==> config.mk <==
export PLATFORM = sky130hd
export DESIGN_NAME = hex_ascii_serializer
export DESIGN_NICKNAME = d
export VERILOG_FILES = /design/src/rtl/hex_ascii_pkg.sv /design/src/rtl/hex_ascii_serializer_nibble.sv /design/src/rtl/hex_ascii_serializer.sv
export SDC_FILE = /design/constraint.sdc
export NUM_CORES = 1
export LEC_CHECK = 0
export ABC_CLOCK_PERIOD_IN_PS = 5020
export CORE_ASPECT_RATIO = 1.2
export CORE_MARGIN = 2
export CORE_UTILIZATION = 55
export DETAILED_ROUTE_END_ITERATION = 10
export PLACE_DENSITY = 0.82
export SETUP_SLACK_MARGIN = 0.02
export SYNTH_ARGS = -nofsm -noshare
export SYNTH_HDL_FRONTEND = slang
export SYNTH_SLANG_ARGS = --single-unit
==> constraint.sdc <==
create_clock -name clk -period 5.02 [get_ports clk]
set_input_delay 0.502 -clock clk [delete_from_list [all_inputs] [get_ports clk]]
set_output_delay 0.502 -clock clk [all_outputs]
set_load 0.05 [all_outputs]
==> src/rtl/hex_ascii_pkg.sv <==
// Shared constants and state encoding for the hex-to-ASCII serializer.
package hex_ascii_pkg;

  localparam logic [7:0] ASC_0  = 8'h30;
  localparam logic [7:0] ASC_X  = 8'h78;
  localparam logic [7:0] ASC_UA = 8'h41;
  localparam logic [7:0] ASC_LA = 8'h61;
  localparam logic [7:0] ASC_CR = 8'h0D;
  localparam logic [7:0] ASC_LF = 8'h0A;

  typedef enum logic [2:0] {
    IDLE  = 3'd0,
    PFX0  = 3'd1,
    PFX1  = 3'd2,
    DIGIT = 3'd3,
    CR    = 3'd4,
    LF    = 3'd5
  } state_t;

  // Nibble index counter needs at least one bit even for a single-digit word.
  function automatic int idx_width(input int digits);
    return (digits > 1) ? $clog2(digits) : 1;
  endfunction

endpackage

==> src/rtl/hex_ascii_serializer_nibble.sv <==
// Combinational 4-bit value to ASCII hex digit, case selectable per call.
module nibble_to_ascii
  import hex_ascii_pkg::*;
(
  input  logic [3:0] nib,
  input  logic       lower,
  output logic [7:0] chr
);

  always_comb begin
    chr = ASC_0 + {4'h0, nib};
    if (nib >= 4'd10) begin
      chr = (lower ? ASC_LA : ASC_UA) + {4'h0, nib} - 8'd10;
    end
  end

endmodule

==> src/rtl/hex_ascii_serializer.sv <==
// Prints one DATA_W-bit word as ASCII hex, MSB nibble first, with optional
// "0x" prefix and CR/LF terminator; valid/ready on both sides.
module hex_ascii_serializer
  import hex_ascii_pkg::*;
#(
  parameter int DATA_W    = 16,
  parameter int PREFIX_EN = 0,
  parameter int TERM_EN   = 1
) (
  input  logic              clk,
  input  logic              reset,
  input  logic              in_valid,
  output logic              in_ready,
  input  logic [DATA_W-1:0] in_data,
  input  logic              in_lower,
  output logic              out_valid,
  input  logic              out_ready,
  output logic [7:0]        out_char,
  output logic              busy
);

  localparam int DIGITS = DATA_W / 4;
  localparam int IDX_W  = idx_width(DIGITS);
  localparam logic [IDX_W-1:0] LAST_IDX = IDX_W'(DIGITS - 1);

  if ((DATA_W % 4) != 0 || DATA_W < 4 || DATA_W > 64) begin : g_bad_width
    $error("hex_ascii_serializer: DATA_W must be a multiple of 4 in 4..64");
  end

  state_t             r_state;
  logic [DATA_W-1:0]  r_word;
  logic               r_lower;
  logic [IDX_W-1:0]   r_idx;
  logic               r_ready;
  logic               r_valid;
  logic               r_busy;
  logic [7:0]         r_char;

  logic [DATA_W-1:0]  w_word;
  logic               w_lower;
  logic [IDX_W-1:0]   w_idx;
  logic [3:0]         w_nib;
  logic [7:0]         w_chr;
  logic               w_capture;
  logic               w_out_hs;

  // The converter always looks at the digit that will be shown next: the MSB
  // of the incoming word while idle, otherwise the stored word.
  always_comb begin
    w_word    = (r_state == IDLE) ? in_data  : r_word;
    w_lower   = (r_state == IDLE) ? in_lower : r_lower;
    w_idx     = (r_state == DIGIT) ? (r_idx - 1'b1) : LAST_IDX;
    w_nib     = w_word[{w_idx, 2'b00} +: 4];
    w_capture = in_valid && r_ready;
    w_out_hs  = r_valid && out_ready;
  end

  nibble_to_ascii u_nib (
    .nib   (w_nib),
    .lower (w_lower),
    .chr   (w_chr)
  );

  always_ff @(posedge clk) begin
    if (reset) begin
      r_state <= IDLE;
      r_word  <= '0;
      r_lower <= 1'b0;
      r_idx   <= '0;
      r_ready <= 1'b0;
      r_valid <= 1'b0;
      r_busy  <= 1'b0;
      r_char  <= 8'h00;
    end else if (r_state == IDLE) begin
      if (w_capture) begin
        r_word  <= in_data;
        r_lower <= in_lower;
        r_idx   <= LAST_IDX;
        r_ready <= 1'b0;
        r_busy  <= 1'b1;
        r_valid <= 1'b1;
        if (PREFIX_EN != 0) begin
          r_state <= PFX0;
          r_char  <= ASC_0;
        end else begin
          r_state <= DIGIT;
          r_char  <= w_chr;
        end
      end else begin
        r_ready <= 1'b1;
      end
    end else if (w_out_hs) begin
      case (r_state)
        PFX0: begin
          r_state <= PFX1;
          r_char  <= ASC_X;
        end
        PFX1: begin
          r_state <= DIGIT;
          r_idx   <= LAST_IDX;
          r_char  <= w_chr;
        end
        DIGIT: begin
          if (r_idx != '0) begin
            r_idx  <= r_idx - 1'b1;
            r_char <= w_chr;
          end else if (TERM_EN != 0) begin
            r_state <= CR;
            r_char  <= ASC_CR;
          end else begin
            r_state <= IDLE;
            r_valid <= 1'b0;
            r_busy  <= 1'b0;
            r_ready <= 1'b1;
          end
        end
        CR: begin
          r_state <= LF;
          r_char  <= ASC_LF;
        end
        default: begin
          r_state <= IDLE;
          r_valid <= 1'b0;
          r_busy  <= 1'b0;
          r_ready <= 1'b1;
        end
      endcase
    end
  end

  assign in_ready  = r_ready;
  assign out_valid = r_valid;
  assign out_char  = r_char;
  assign busy      = r_busy;

endmodule

==> impl_metrics.toml <==
[synthesis]
ys_seq_elements = 31
synthAdderAreaFrac_pct = 2.012
synth_area_um2 = 1866
syn_nets = 262
synth_top_area_share_pct = 33.27
synthFlopType = "dfxtp_1"
syn_area_per_cell_um2 = 7.838
ys_seq_area_share_pct = 33.27
syn-instance-count = 238
async_reset_ff_share_pct = 0
synth-simple-area-share_pct = 28.03
synth_edf_count = 0
synth-compound-area-share_pct = 26.43
synthMuxAreaShare_pct = 2.884
yosysTopAreaCell = "dfxtp_1"
synth_warnings = 0
synth_xor_area_share_pct = 0.4695
synth_cell_types = 60
yosys-top-cells-count = "nand2_1 (49), dfxtp_1 (31), a21oi_1 (29), nor2_1 (20), clkbuf_1 (9)"
synth_area_leaders = "dfxtp_1 (33%), nand2_1 (9.9%), a21oi_1 (7.8%)"
synth_most_common_cell = "nand2_1"
synth_top_family_by_area = "simple AND/OR/NAND/NOR gates"

[sta]
setup_viol = 0
finalSetupTns_ps = 0
slew_headroom_pct = 43.46
tightest_slew_ps = 847.0
fmax_mhz = 312.1
post-route-period-util_pct = 63.84
grt_setup_unrepaired = "false"
period_needed_ps = 3205
clock_skew_ps = 3.644
maxSlewViolCount = 0
hold_viol = 0

[worst_setup_path]
ff2ff_path_depth = 11
arrival_ps = 3400
r2r_end = "out_char[0]"
crit_path_end_kind = "register"
worst-path-max-fanout = 25
r2r_start = "r_state[0]"
start_kind = "register"
timing_worst_setup_path_type = "register to register"
crit_required_ps = 5220
r2r_setup_slack_ps = 1820

[cts]
clock-sinks = 31
cts_hold_buf = 0
cts_resized = 0
clkLatencyLatePin_ps = 280
cts_setup_buffers = 0
cts-root-buf = "clkbuf_8"
cts.clk_slew.worst_paths_ps = 70
htreeDepth = 2
cts_made_buffers = 5
ctsLongestPathBuffers = 2
tritoncts = "done"

[worst_hold_path]
min_to = "r_word[1]"
worstHoldPathType = "register to register"
holdPathStages = 2
worstHoldStart = "r_word[1]"

[global_route]
grt_pass1_vias = 1676
track_usage_pct = 25.61
grt_start_max_net_pins = 33
grt_overflow = 0
antenna_found_initial = 0
grt_pass1_wl_mm = 7.748

[pwr]
power_density_nw_per_um2 = 384.3
leakagePower_nw = 0.8214
ir_drop_mv = 0.2952

[cells_and_area]
final_area_um2 = 2242
drive_gt1_share_pct = 9.962
area_growth_pct = 20.19
layout.cells.non_filler = 298
multi_input_comb_area_um2 = 1120
register_area_um2 = 620.6
nets = 284
antenna_cells = 0
fill_cells = 293
fin_util_pct = 68.34

[routing]
wl_mm = 4.415
first_pass_iters = 4
vias = 1761
drcViolationCount = 0
viasPerCell = 5.909
initialDrtViolationCount = 45
ant_nets = 0
wl_per_cell_um = 14.82

[flow_run]
cap_viol_max_count = 0

[die]
initial_core_util_pct = 56.86
die_h_um = 67.80
num_rows = 23
io_pins = 32
die_area_um2 = 3876
die_w_um = 57.17
core_um2 = 3281

[placement]
gp_congestion = 0.9543
port_buffers = 30
dp.cells = 290
placed_area_um2 = 2125
place_hpwl_mm = 3.112

[status]
outcome = "finished clean"
==> power by group <==
part	leakage (nW)	internal, mW	switching [mW]	total (mW)
Sequential	0.253	0.273	0.0307	0.304
Combinational	0.507	0.121	0.180	0.301
Clock	0.0612	0.160	0.0959	0.256
==> flip-flops by register name, indices dropped and copies added (netlist names) <==
| signal | flops |
|---|---|
| r_word | 16 |
| busy | 1 |
| r_idx | 2 |
| out_char | 7 |
| r_state | 3 |
| r_lower | 1 |
| in_ready | 1 |
==> metrics by stage <==
step	hold WS, ps	setup WS [ps]	total power, mW
2_1_floorplan	431.8	2249	0.5338
3_3_place_gp	443.9	1971	0.6060
3_5_place_dp	447.7	1897	0.6077
4_1_cts	457.0	1845	0.8648
5_1_grt	483.6	1531	0.9153
6_report	455.6	1815	0.8617
==> routing by layer <==
layer / vias to the layer above / part of all wire (%) / global-route usage [%]
li1: 896 / - / -
met1: 807 / 44 / 31.23
met2: 46 / 50 / 42.39
met3: 12 / 3.8 / 5.747
met4: 0 / 2.8 / 13.08
met5: - / 0 / 0
==> area by class of cell <==
type	count	area share, %
clock buffers	6	3.683
clock inverters	2	1.563
inverters	6	1.004
multi-input cells	184	49.94
flip-flops and latches	31	27.68
well taps	37	2.065
repair buffers	32	14.06
==> how the worst max path moves through the flow <==
stage | cells after the start | to | from
after detailed placement | 11 | out_char[0] | r_state[0]
final | 11 | out_char[0] | r_state[0]
after floorplan | 13 | out_char[0] | r_idx[0]
after global routing | 11 | out_char[4] | r_state[0]
after CTS | 11 | out_char[0] | r_state[0]
after global placement | 11 | out_char[0] | r_state[0]
==> cell families after synthesis <==
kind of cell             count (synthesis)
AO/OA/AOI/OAI                           70
flip-flops                              31
AND/OR/NAND/NOR                        104
XOR/XNOR                                 1
buffers and inverters                   23
adder cells (fa/ha/maj)                  3
multiplexers                             5
other                                    1
==> cell usage in the layout (no fill, tap or decap), types with 3 or more instances in the layout <==
master / count
dfxtp_1: 31
o21ai_1: 3
clkbuf_8: 6
nand2b_1: 3
nor3_1: 5
nand2_1: 49
nor2_1: 20
a21oi_1: 29
inv_1: 6
a22oi_1: 4
mux2i_1: 4
o21ai_0: 5
a211oi_1: 5
nand3_1: 4
ha_1: 3
and3_1: 3
clkdlybuf4s50_1: 30
==> critical path, cell delays in order (launching register included) <==
cell	delay [ps]
dfxtp_1	870
nor3_4	140
or3b_2	470
nand4_1	170
nand2_1	130
ha_1	260
inv_1	80
o21ai_1	70
o32ai_2	360
a221oi_2	150
xor2_1	160
a211oi_1	230
Power figures use the tool's default switching activity.
